--- src/rtl/tdm_pkg.sv ---
// Shared types and default sizing for the TDM demultiplexer.
package tdm_pkg;

   localparam int TDM_NSLOT = 8;
   localparam int TDM_SEL_W = $clog2(TDM_NSLOT);

   typedef enum logic {
      HUNT   = 1'b0,
      LOCKED = 1'b1
   } state_t;

endpackage

--- src/rtl/tdm_slot_cnt.sv ---
// Slot counter: advances on inc, jumps to 1 on load1, flags the last slot of a frame.
module tdm_slot_cnt
   import tdm_pkg::*;
#(
   parameter  int NSLOT = TDM_NSLOT,
   localparam int SEL_W = $clog2(NSLOT)
) (
   input  logic             i_clk,
   input  logic             i_rst,
   input  logic             i_inc,
   input  logic             i_load1,
   output logic [SEL_W-1:0] o_cnt,
   output logic             o_wrap
);

   logic [SEL_W-1:0] r_cnt;

   // NSLOT is a power of two, so the natural rollover gives the 7->0 wrap.
   always_ff @(posedge i_clk) begin
      if (i_rst)
         r_cnt <= '0;
      else if (i_load1)
         r_cnt <= SEL_W'(1);
      else if (i_inc)
         r_cnt <= r_cnt + SEL_W'(1);
   end

   assign o_cnt  = r_cnt;
   assign o_wrap = (r_cnt == SEL_W'(NSLOT - 1));

endmodule

--- src/rtl/tdm_demux8.sv ---
// Serial-to-parallel TDM demultiplexer: locks on a slot-0 sync marker and
// reassembles each NSLOT-bit frame into a parallel word with a valid pulse.
module tdm_demux8
   import tdm_pkg::*;
#(
   parameter  int NSLOT = TDM_NSLOT,
   localparam int SEL_W = $clog2(NSLOT)
) (
   input  logic             i_clk,
   input  logic             i_rst,
   input  logic             i_en,
   input  logic             i_sync,
   input  logic             i_d,
   output logic [NSLOT-1:0] o_out,
   output logic             o_valid,
   output logic [SEL_W-1:0] o_slot,
   output logic             o_locked,
   output logic             o_sync_err
);

   state_t           r_state;
   state_t           w_state_nxt;
   logic [NSLOT-1:0] r_buf;
   logic [NSLOT-1:0] r_out;
   logic             r_valid;
   logic             r_sync_err;

   logic [SEL_W-1:0] w_slot;
   logic             w_wrap;
   logic             w_accept;
   logic             w_resync;
   logic             w_advance;
   logic             w_frame_done;

   assign w_accept     = (r_state == HUNT)   && i_en && i_sync;
   assign w_resync     = (r_state == LOCKED) && i_en && i_sync && (w_slot != '0);
   assign w_advance    = (r_state == LOCKED) && i_en && !w_resync;
   assign w_frame_done = w_advance && w_wrap;

   tdm_slot_cnt #(.NSLOT(NSLOT)) u_slot_cnt (
      .i_clk   (i_clk),
      .i_rst   (i_rst),
      .i_inc   (w_advance),
      .i_load1 (w_accept || w_resync),
      .o_cnt   (w_slot),
      .o_wrap  (w_wrap)
   );

   always_ff @(posedge i_clk) begin
      if (i_rst)
         r_state <= HUNT;
      else
         r_state <= w_state_nxt;
   end

   // Once locked, only reset returns to HUNT; resyncs stay in LOCKED.
   always_comb begin
      w_state_nxt = r_state;
      case (r_state)
         HUNT:    if (w_accept) w_state_nxt = LOCKED;
         LOCKED:  w_state_nxt = LOCKED;
         default: w_state_nxt = HUNT;
      endcase
   end

   always_ff @(posedge i_clk) begin
      if (i_rst) begin
         r_buf      <= '0;
         r_out      <= '0;
         r_valid    <= 1'b0;
         r_sync_err <= 1'b0;
      end else begin
         r_valid    <= 1'b0;
         r_sync_err <= 1'b0;
         if (w_accept || w_resync) begin
            r_buf      <= '0;
            r_buf[0]   <= i_d;
            r_sync_err <= w_resync;
         end else if (w_frame_done) begin
            r_out   <= {i_d, r_buf[NSLOT-2:0]};
            r_valid <= 1'b1;
            r_buf   <= '0;
         end else if (w_advance) begin
            r_buf[w_slot] <= i_d;
         end
      end
   end

   assign o_out      = r_out;
   assign o_valid    = r_valid;
   assign o_slot     = w_slot;
   assign o_locked   = (r_state == LOCKED);
   assign o_sync_err = r_sync_err;

endmodule
--- config.mk ---
export PLATFORM = sky130hd
export DESIGN_NAME = tdm_demux8
export DESIGN_NICKNAME = d
export VERILOG_FILES = /design/src/rtl/tdm_pkg.sv /design/src/rtl/tdm_slot_cnt.sv /design/src/rtl/tdm_demux8.sv
export SDC_FILE = /design/constraint.sdc
export NUM_CORES = 1
export LEC_CHECK = 0
export CORE_ASPECT_RATIO = 0.7
export CORE_MARGIN = 2
export CORE_UTILIZATION = 25
export CTS_CLUSTER_SIZE = 40
export DETAILED_ROUTE_END_ITERATION = 8
export MAX_ROUTING_LAYER = met4
export SLEW_MARGIN = 20
export SYNTH_ARGS = -nofsm -noshare
export SYNTH_HDL_FRONTEND = slang
export SYNTH_SLANG_ARGS = --single-unit
--- constraint.sdc ---
create_clock -name i_clk -period 4.1 [get_ports i_clk]
set_input_delay 0.615 -clock i_clk [delete_from_list [all_inputs] [get_ports i_clk]]
set_output_delay 0.615 -clock i_clk [all_outputs]
set_load 0.02 [all_outputs]
==> results of run 1 <==
==> flip-flops by register name, summed over array words and instances (netlist names) <==
| register | count |
|---|---|
| o_locked | 1 |
| o_out | 8 |
| o_sync_err | 1 |
| o_valid | 1 |
| r_buf | 7 |
| u_slot_cnt.o_cnt | 3 |
==> metrics by stage <==
step / total power (µW) / hold slack (ns) / instances / area, µm² / setup WS (ns)
floorplan: 237.2 / 0.4557 / 97 / 962.2 / 2.364
global placement: 247.6 / 0.4773 / 159 / 1169 / 1.594
detailed placement: 248.5 / 0.4913 / 159 / 1169 / 1.532
CTS: 385.4 / 0.5097 / 163 / 1214 / 1.813
global route: 404.2 / 0.5260 / 163 / 1214 / 1.685
finish: 380.5 / 0.4987 / 163 / 1214 / 1.791
==> worst paths after layout <==
| path | startpoint | end | slack, ns | cells past startpoint |
|---|---|---|---|---|
| worst min-delay path | o_out[2]$_SDFFE_PP0P_ | o_out[2]$_SDFFE_PP0P_ | 0.50 | 2 |
| worst max register to register | u_slot_cnt.o_cnt[0]$_SDFFE_PP0P_ | r_buf[5]$_SDFFE_PP0P_ | 1.96 | 6 |
| worst max-delay path | i_sync | r_buf[5]$_SDFFE_PP0P_ | 1.79 | 4 |
| worst min register to register | o_out[2]$_SDFFE_PP0P_ | o_out[2]$_SDFFE_PP0P_ | 0.50 | 2 |
==> layout by cell type (no fill, tap or decap), types with 2 or more instances in the layout <==
cell	Yosys	final
clkbuf_8	0	3
ha_1	3	3
nand3_1	2	2
nor3_1	2	2
nand2_1	4	4
nand2b_1	2	2
dfxtp_1	21	21
a2111oi_2	3	3
nor2_1	14	14
a21oi_1	3	3
a211oi_1	3	3
nor2b_1	2	2
nor2_2	3	3
inv_1	2	2
mux2i_1	15	15
clkdlybuf4s50_1	0	18
==> cells by family (layout without fill, tap and decap cells) <==
kind of cell | after synthesis | in the layout | share of synthesized area (%)
buffers and inverters | 8 | 24 | 4.551
adders and majority gates | 3 | 3 | 3.902
muxes | 15 | 15 | 15.60
DFF | 21 | 21 | 43.69
AOI/OAI and AO/OA | 17 | 17 | 15.21
and+or+nand+nor | 33 | 33 | 17.04
==> power breakdown <==
group | switching (µW) | internal, µW
Sequential | 4.38 | 206
Clock | 67.4 | 69.3
Combinational | 20.0 | 13.3
Total | 91.8 | 289
==> metal layers <==
metal  vias up  share of wire [%]  track usage [%]
li1        372                  -                -
met5         -                  0                -
met4         0               0.82            3.008
met2        24                 44            14.29
met1       357                 49            12.35
met3         4                6.2            3.734
==> worst register-to-register path: stages, from the launching register on <==
cell and delay, ns:
dfxtp_1 0.43, inv_1 0.10, ha_1 0.17, nand2b_1 0.25, a21oi_2 0.66, or2_1 0.34, nor2_1 0.09
==> layout make-up <==
cell class / count / area [µm²] / area share, %
multi-input cells: 68 / 498.0 / 41.03
flip-flops and latches: 21 / 420.4 / 34.64
repair buffers: 18 / 180.2 / 14.85
well taps: 50 / 62.56 / 5.155
clock buffers: 4 / 45.04 / 3.711
inverters: 2 / 7.507 / 0.6186
==> cell usage after synthesis (all sizes together) <==
| library cell | number |
|---|---|
| a2111o | 1 |
| a2111oi | 3 |
| a211oi | 3 |
| a21oi | 4 |
| a22o | 1 |
| a31o | 2 |
| buf | 3 |
| clkbuf | 3 |
| dfxtp | 21 |
| ha | 3 |
| inv | 2 |
| mux2i | 15 |
| nand2 | 4 |
| nand2b | 3 |
| nand3 | 2 |
| nand3b | 1 |
| nor2 | 17 |
| nor2b | 2 |
| nor3 | 2 |
| nor4bb | 1 |
| o21a | 1 |
| o21ai | 2 |
| or2 | 1 |
==> reports/qor.yml, run 1 <==
rsz0062_at_grt: "no"
critical_path_peak_fanout: 14
setup_violations: 0
totalWireLength_um: 1942
cts_buffers: 3
synth_warnings: 0
final.setup.tns_ns: 0
clk_path_buf_depth: 2
core_um2: 3603
power_density_nw_per_um2: 313.5
via_count: 757
synth_seq_cells: 21
cpPeakStageDelay_ns: 0.72
grt_pass1_vias: 704
hp-class: "reg2reg"
overflow: 0
status: "complete, no violations"
rows: 18
path_clk_slew_ns: 0.08
final_nets: 122
synth.yosys.seq_area_share_pct: 43.69
avgRoutedWirePerCell_um: 11.91
postRouteAntennaNets: 0
post_cts_buffers: 0
drive_gt1_share_pct: 10.62
hold_buffers: 0
worstMarginPinSlew_ns: 0.7264
syn_to_final_growth_pct: 26.14
clk_latency_ns: 0.26
port_buffers: 18
fillers: 382
netlist_instances: 97
synth_top_cell_area_share_pct: 43.69
grt_max_degree: 16
place_congestion: 0.8003
grt_first_pass_wirelength_um: 3249
firstDrtPassIters: 4
crit_arrival_ns: 2.46
dieArea_um2: 4369
drt_iter0_drc: 13
yosysUniqueCellTypes: 31
cp-start-kind: "input port"
antenna_found_initial: 0
cts.sinks: 21
syn_area_per_cell_um2: 9.919
finClkSkew_ns: 0.005922
period_share_pct: 56.31
cp_slowest_cell: "a21oi_2"
viasPerCell: 4.644
cts_max_level: 1
drc: 0
cap_violations: 0
cts_root_buf: "clkbuf_8"
post-dp-hpwl_um: 1369
fin_util_pct: 33.68
path_buf_inv: 1
critical_path.top_delay_family: "compound AO/OA/AOI/OAI gates"
path_cells: "clkdlybuf4s50_1 -> a21oi_2 -> or2_1 -> nor2_1"
max-slew-margin-rel_pct: 51.57
fmax_mhz: 433.2
start_util_pct: 26.70
worst_ep_required_time_ns: 4.25
diodes: 0
cts_resized: 0
period_minus_slack_ns: 2.309
yosys.area.top_type: "dfxtp_1"
synth_area_leaders: "dfxtp_1 (44%), mux2i_1 (16%), nor2_1 (5.5%), a2111oi_2 (4.7%), ha_1 (3.9%)"
io_pins: 19
chipWidth_um: 78.15
syn_area_um2: 962.2
syn_nets: 105
critPathKind: "in2reg"
grtUsageTotal_pct: 9.722
die_h_um: 55.91
p_leak_uw: 0.0003841
hold_viol_final: 0
cp-end-kind: "register"
drv_slew: 0
ir_drop_mv: 0.2088
cts_tree: "built"
Power figures use the tool's default switching activity.
==> inputs of run 2 (changes only) <==
Clock period 4.1 ns to 1.9 ns, I/O delays scaled along.
==> run 2 against run 1 <==
Against the previous run:
- sequential share of layout area is 2.0 points lower
- sequential power is 110% higher
- final area increased by 6.2%
- critical path depth fell by 2
- register-to-register slack lost 1.7 ns
- clock power grew 110%
- count of clock-buffer cells in the layout did not move
- highest routed layer unchanged
==> reports/qor.yml, run 2 (synthesized netlist as in run 1, its figures left out) <==
post-dp-hpwl_um: 1532  # was 1369 µm
path_clk_slew_ns: 0.07  # was 0.08 ns
p_clk_share_pct: 34.7  # was 35.9%
avgRoutedWirePerCell_um: 11.66  # was 11.91 µm
final_nets: 130  # was 122
totalWireLength_um: 1994  # was 1942 µm
start_util_pct: 26.70  # unchanged
worst_slack_ns: 0.1397  # was 1.791 ns
drive_gt1_share_pct: 17.36  # was 10.62%
chipWidth_um: 78.15  # unchanged
pre_cts_slack_ns: 0.01800  # was 1.532 ns
fmax_mhz: 568.1
wl_met2_um: 874  # was 855 µm
rr_worst_depth: 7  # was 6
critPathKind: "reg2out"  # was in2reg
cts_max_level: 1  # unchanged
io_pins: 19  # unchanged
via_count: 792  # was 757
critical_path_peak_fanout: 6  # was 14
top_layer_used: "met4"  # unchanged
p_comb_share_pct: 10.7  # was 8.7%
cap_violations: 0  # unchanged
clk_latency_ns: 0.25  # was 0.26 ns
syn_to_final_growth_pct: 33.94  # was 26.14%
cp-end-kind: "output port"  # was register
antenna_found_initial: 0  # unchanged
grt_max_degree: 15  # was 16
wl_met1_um: 998  # was 949 µm
clk_path_buf_depth: 2  # unchanged
route.met3.wl_um: 106  # was 120 µm
diodes: 0  # unchanged
final.setup.tns_ns: 0  # unchanged
seq_power_share_pct: 54.6  # was 55.3%
p_switching_uw: 194.8  # was 91.76 µW
cp_slowest_cell: "clkdlybuf4s50_1"  # was a21oi_2
hold_viol_final: 0  # unchanged
power_density_nw_per_um2: 641.3  # was 313.5 nW/µm²
path_cells: "buf_4 -> clkdlybuf4s50_1"  # was clkdlybuf4s50_1 -> a21oi_2 -> or2_1 -> nor2_1
max-slew-margin-rel_pct: 78.52  # was 51.57%
finClkSkew_ns: 0.0009387  # was 0.005922 ns
period_minus_slack_ns: 1.760
core_um2: 3603  # unchanged
port_buffers: 18  # unchanged
switching_share_pct: 23.57  # was 24.12%
drc: 0  # unchanged
cpPeakStageDelay_ns: 0.60  # was 0.72 ns
cell_internal_pwr_uw: 631.7  # was 288.7 µW
die_h_um: 55.91  # unchanged
hold_depth: 2  # unchanged
rows: 18  # unchanged
cts_tree: "built"  # unchanged
dpl_cell_area_um2: 1229  # was 1169 µm²
cts.sinks: 21  # unchanged
fillers: 370  # was 382
ir_drop_mv: 0.5271  # was 0.2088 mV
viasPerCell: 4.632  # was 4.644
postRouteAntennaNets: 0  # unchanged
whs_ns: 0.5000  # was 0.4987 ns
rsz0062_at_grt: "no"  # unchanged
cts_buffers: 3  # unchanged
period_share_pct: 92.65
grtUsageTotal_pct: 9.877  # was 9.722%
p_leak_uw: 0.0004245  # was 0.0003841 µW
layout_common_cells: "dfxtp_1 (21), clkdlybuf4s50_1 (18), mux2i_1 (15), nor2_1 (14), buf_4 (8)"  # was dfxtp_1 (21), clkdlybuf4s50_1 (18), mux2i_1 (15), nor2_1 (14), nand2_1 (4)
overflow: 0  # unchanged
cp-start-kind: "register"  # was input port
setup_violations: 0  # unchanged
worstMarginPinSlew_ns: 0.3216  # was 0.7264 ns
status: "complete, no violations"  # unchanged
worst_ep_required_time_ns: 1.62  # was 4.25 ns
place_congestion: 0.8320  # was 0.8003
cts_root_buf: "clkbuf_8"  # unchanged
drv_slew: 0  # unchanged
hp-class: "reg2reg"  # unchanged
rrSetupSlack_ns: 0.22  # was 1.96 ns
crit_arrival_ns: 1.48  # was 2.46 ns
final_area_um2: 1289  # was 1214 µm²
dieArea_um2: 4369  # unchanged
grt_pass1_vias: 738  # was 704
grt_first_pass_wirelength_um: 3353  # was 3249 µm
final_common_cell: "dfxtp_1"  # unchanged
largest_reg_flops: 8  # unchanged
drt_iter0_drc: 26  # was 13
firstDrtPassIters: 4  # unchanged
## run 2: changes by cell type in the layout (fill, tap and decap cells not counted), sizes merged
| cell | change |
|---|---|
| buf | +8 |
## run 2: final cells by class
type                    count  area, µm²  share of cell area, %
clock buffers               4      45.04                  3.495
inverters                   2      7.507                 0.5825
multi-input cells          68      513.0                  39.81
flip-flops and latches     21      420.4                  32.62
well taps                  50      62.56                  4.854
repair buffers             26      240.2                  18.64
## run 2: worst paths after layout
kind | startpoint | to
hold / removal | r_buf[4]$_SDFFE_PP0P_ | r_buf[4]$_SDFFE_PP0P_
setup reg to reg | u_slot_cnt.o_cnt[1]$_SDFFE_PP0P_ | o_out[0]$_SDFFE_PP0P_
hold reg to reg | r_buf[4]$_SDFFE_PP0P_ | r_buf[4]$_SDFFE_PP0P_
setup / recovery | u_slot_cnt.o_cnt[1]$_SDFFE_PP0P_ | o_slot[1]
## run 2: metrics by stage
| stage | utilization, % | total power [µW] | cells |
|---|---|---|---|
| 6_report | 35.76 | 826.5 | 171 |
| 5_1_grt | 35.76 | 874.6 | 171 |
| 3_3_place_gp | 34.10 | 544.8 | 167 |
| 4_1_cts | 35.35 | 837.7 | 171 |
| 2_1_floorplan | - | 511.9 | 97 |
| 3_5_place_dp | 34.10 | 547.3 | 167 |
## run 2: critical path, delay by kind of cell (launching register included)
| kind | cells | cell delay (ns) |
|---|---|---|
| buffers and inverters | 2 | 0.78 |
| flip-flops | 1 | 0.44 |
## run 2: layer usage
layer	GRT usage, %	up-vias
li1	-	393
met1	12.80	368
met2	14.90	29
met3	3.409	2
met4	2.256	0
met5	-	-
## run 2: power by group through the flow
stage / clock (µW) / sequential [µW] / combinational, µW
6_report: 287 / 451 / 88.7
5_1_grt: 326 / 452 / 95.8
4_1_cts: 301 / 451 / 86.2
3_5_place_dp: 0 / 461 / 85.9
3_3_place_gp: 0 / 461 / 83.7
2_1_floorplan: 0 / 464 / 47.8
## run 2: repair_timing
action,4_1_cts,5_1_grt
endpoints found under the setup margin,0,7
buffers inserted,0,0
resized for setup,0,2
hold buffers,0,0
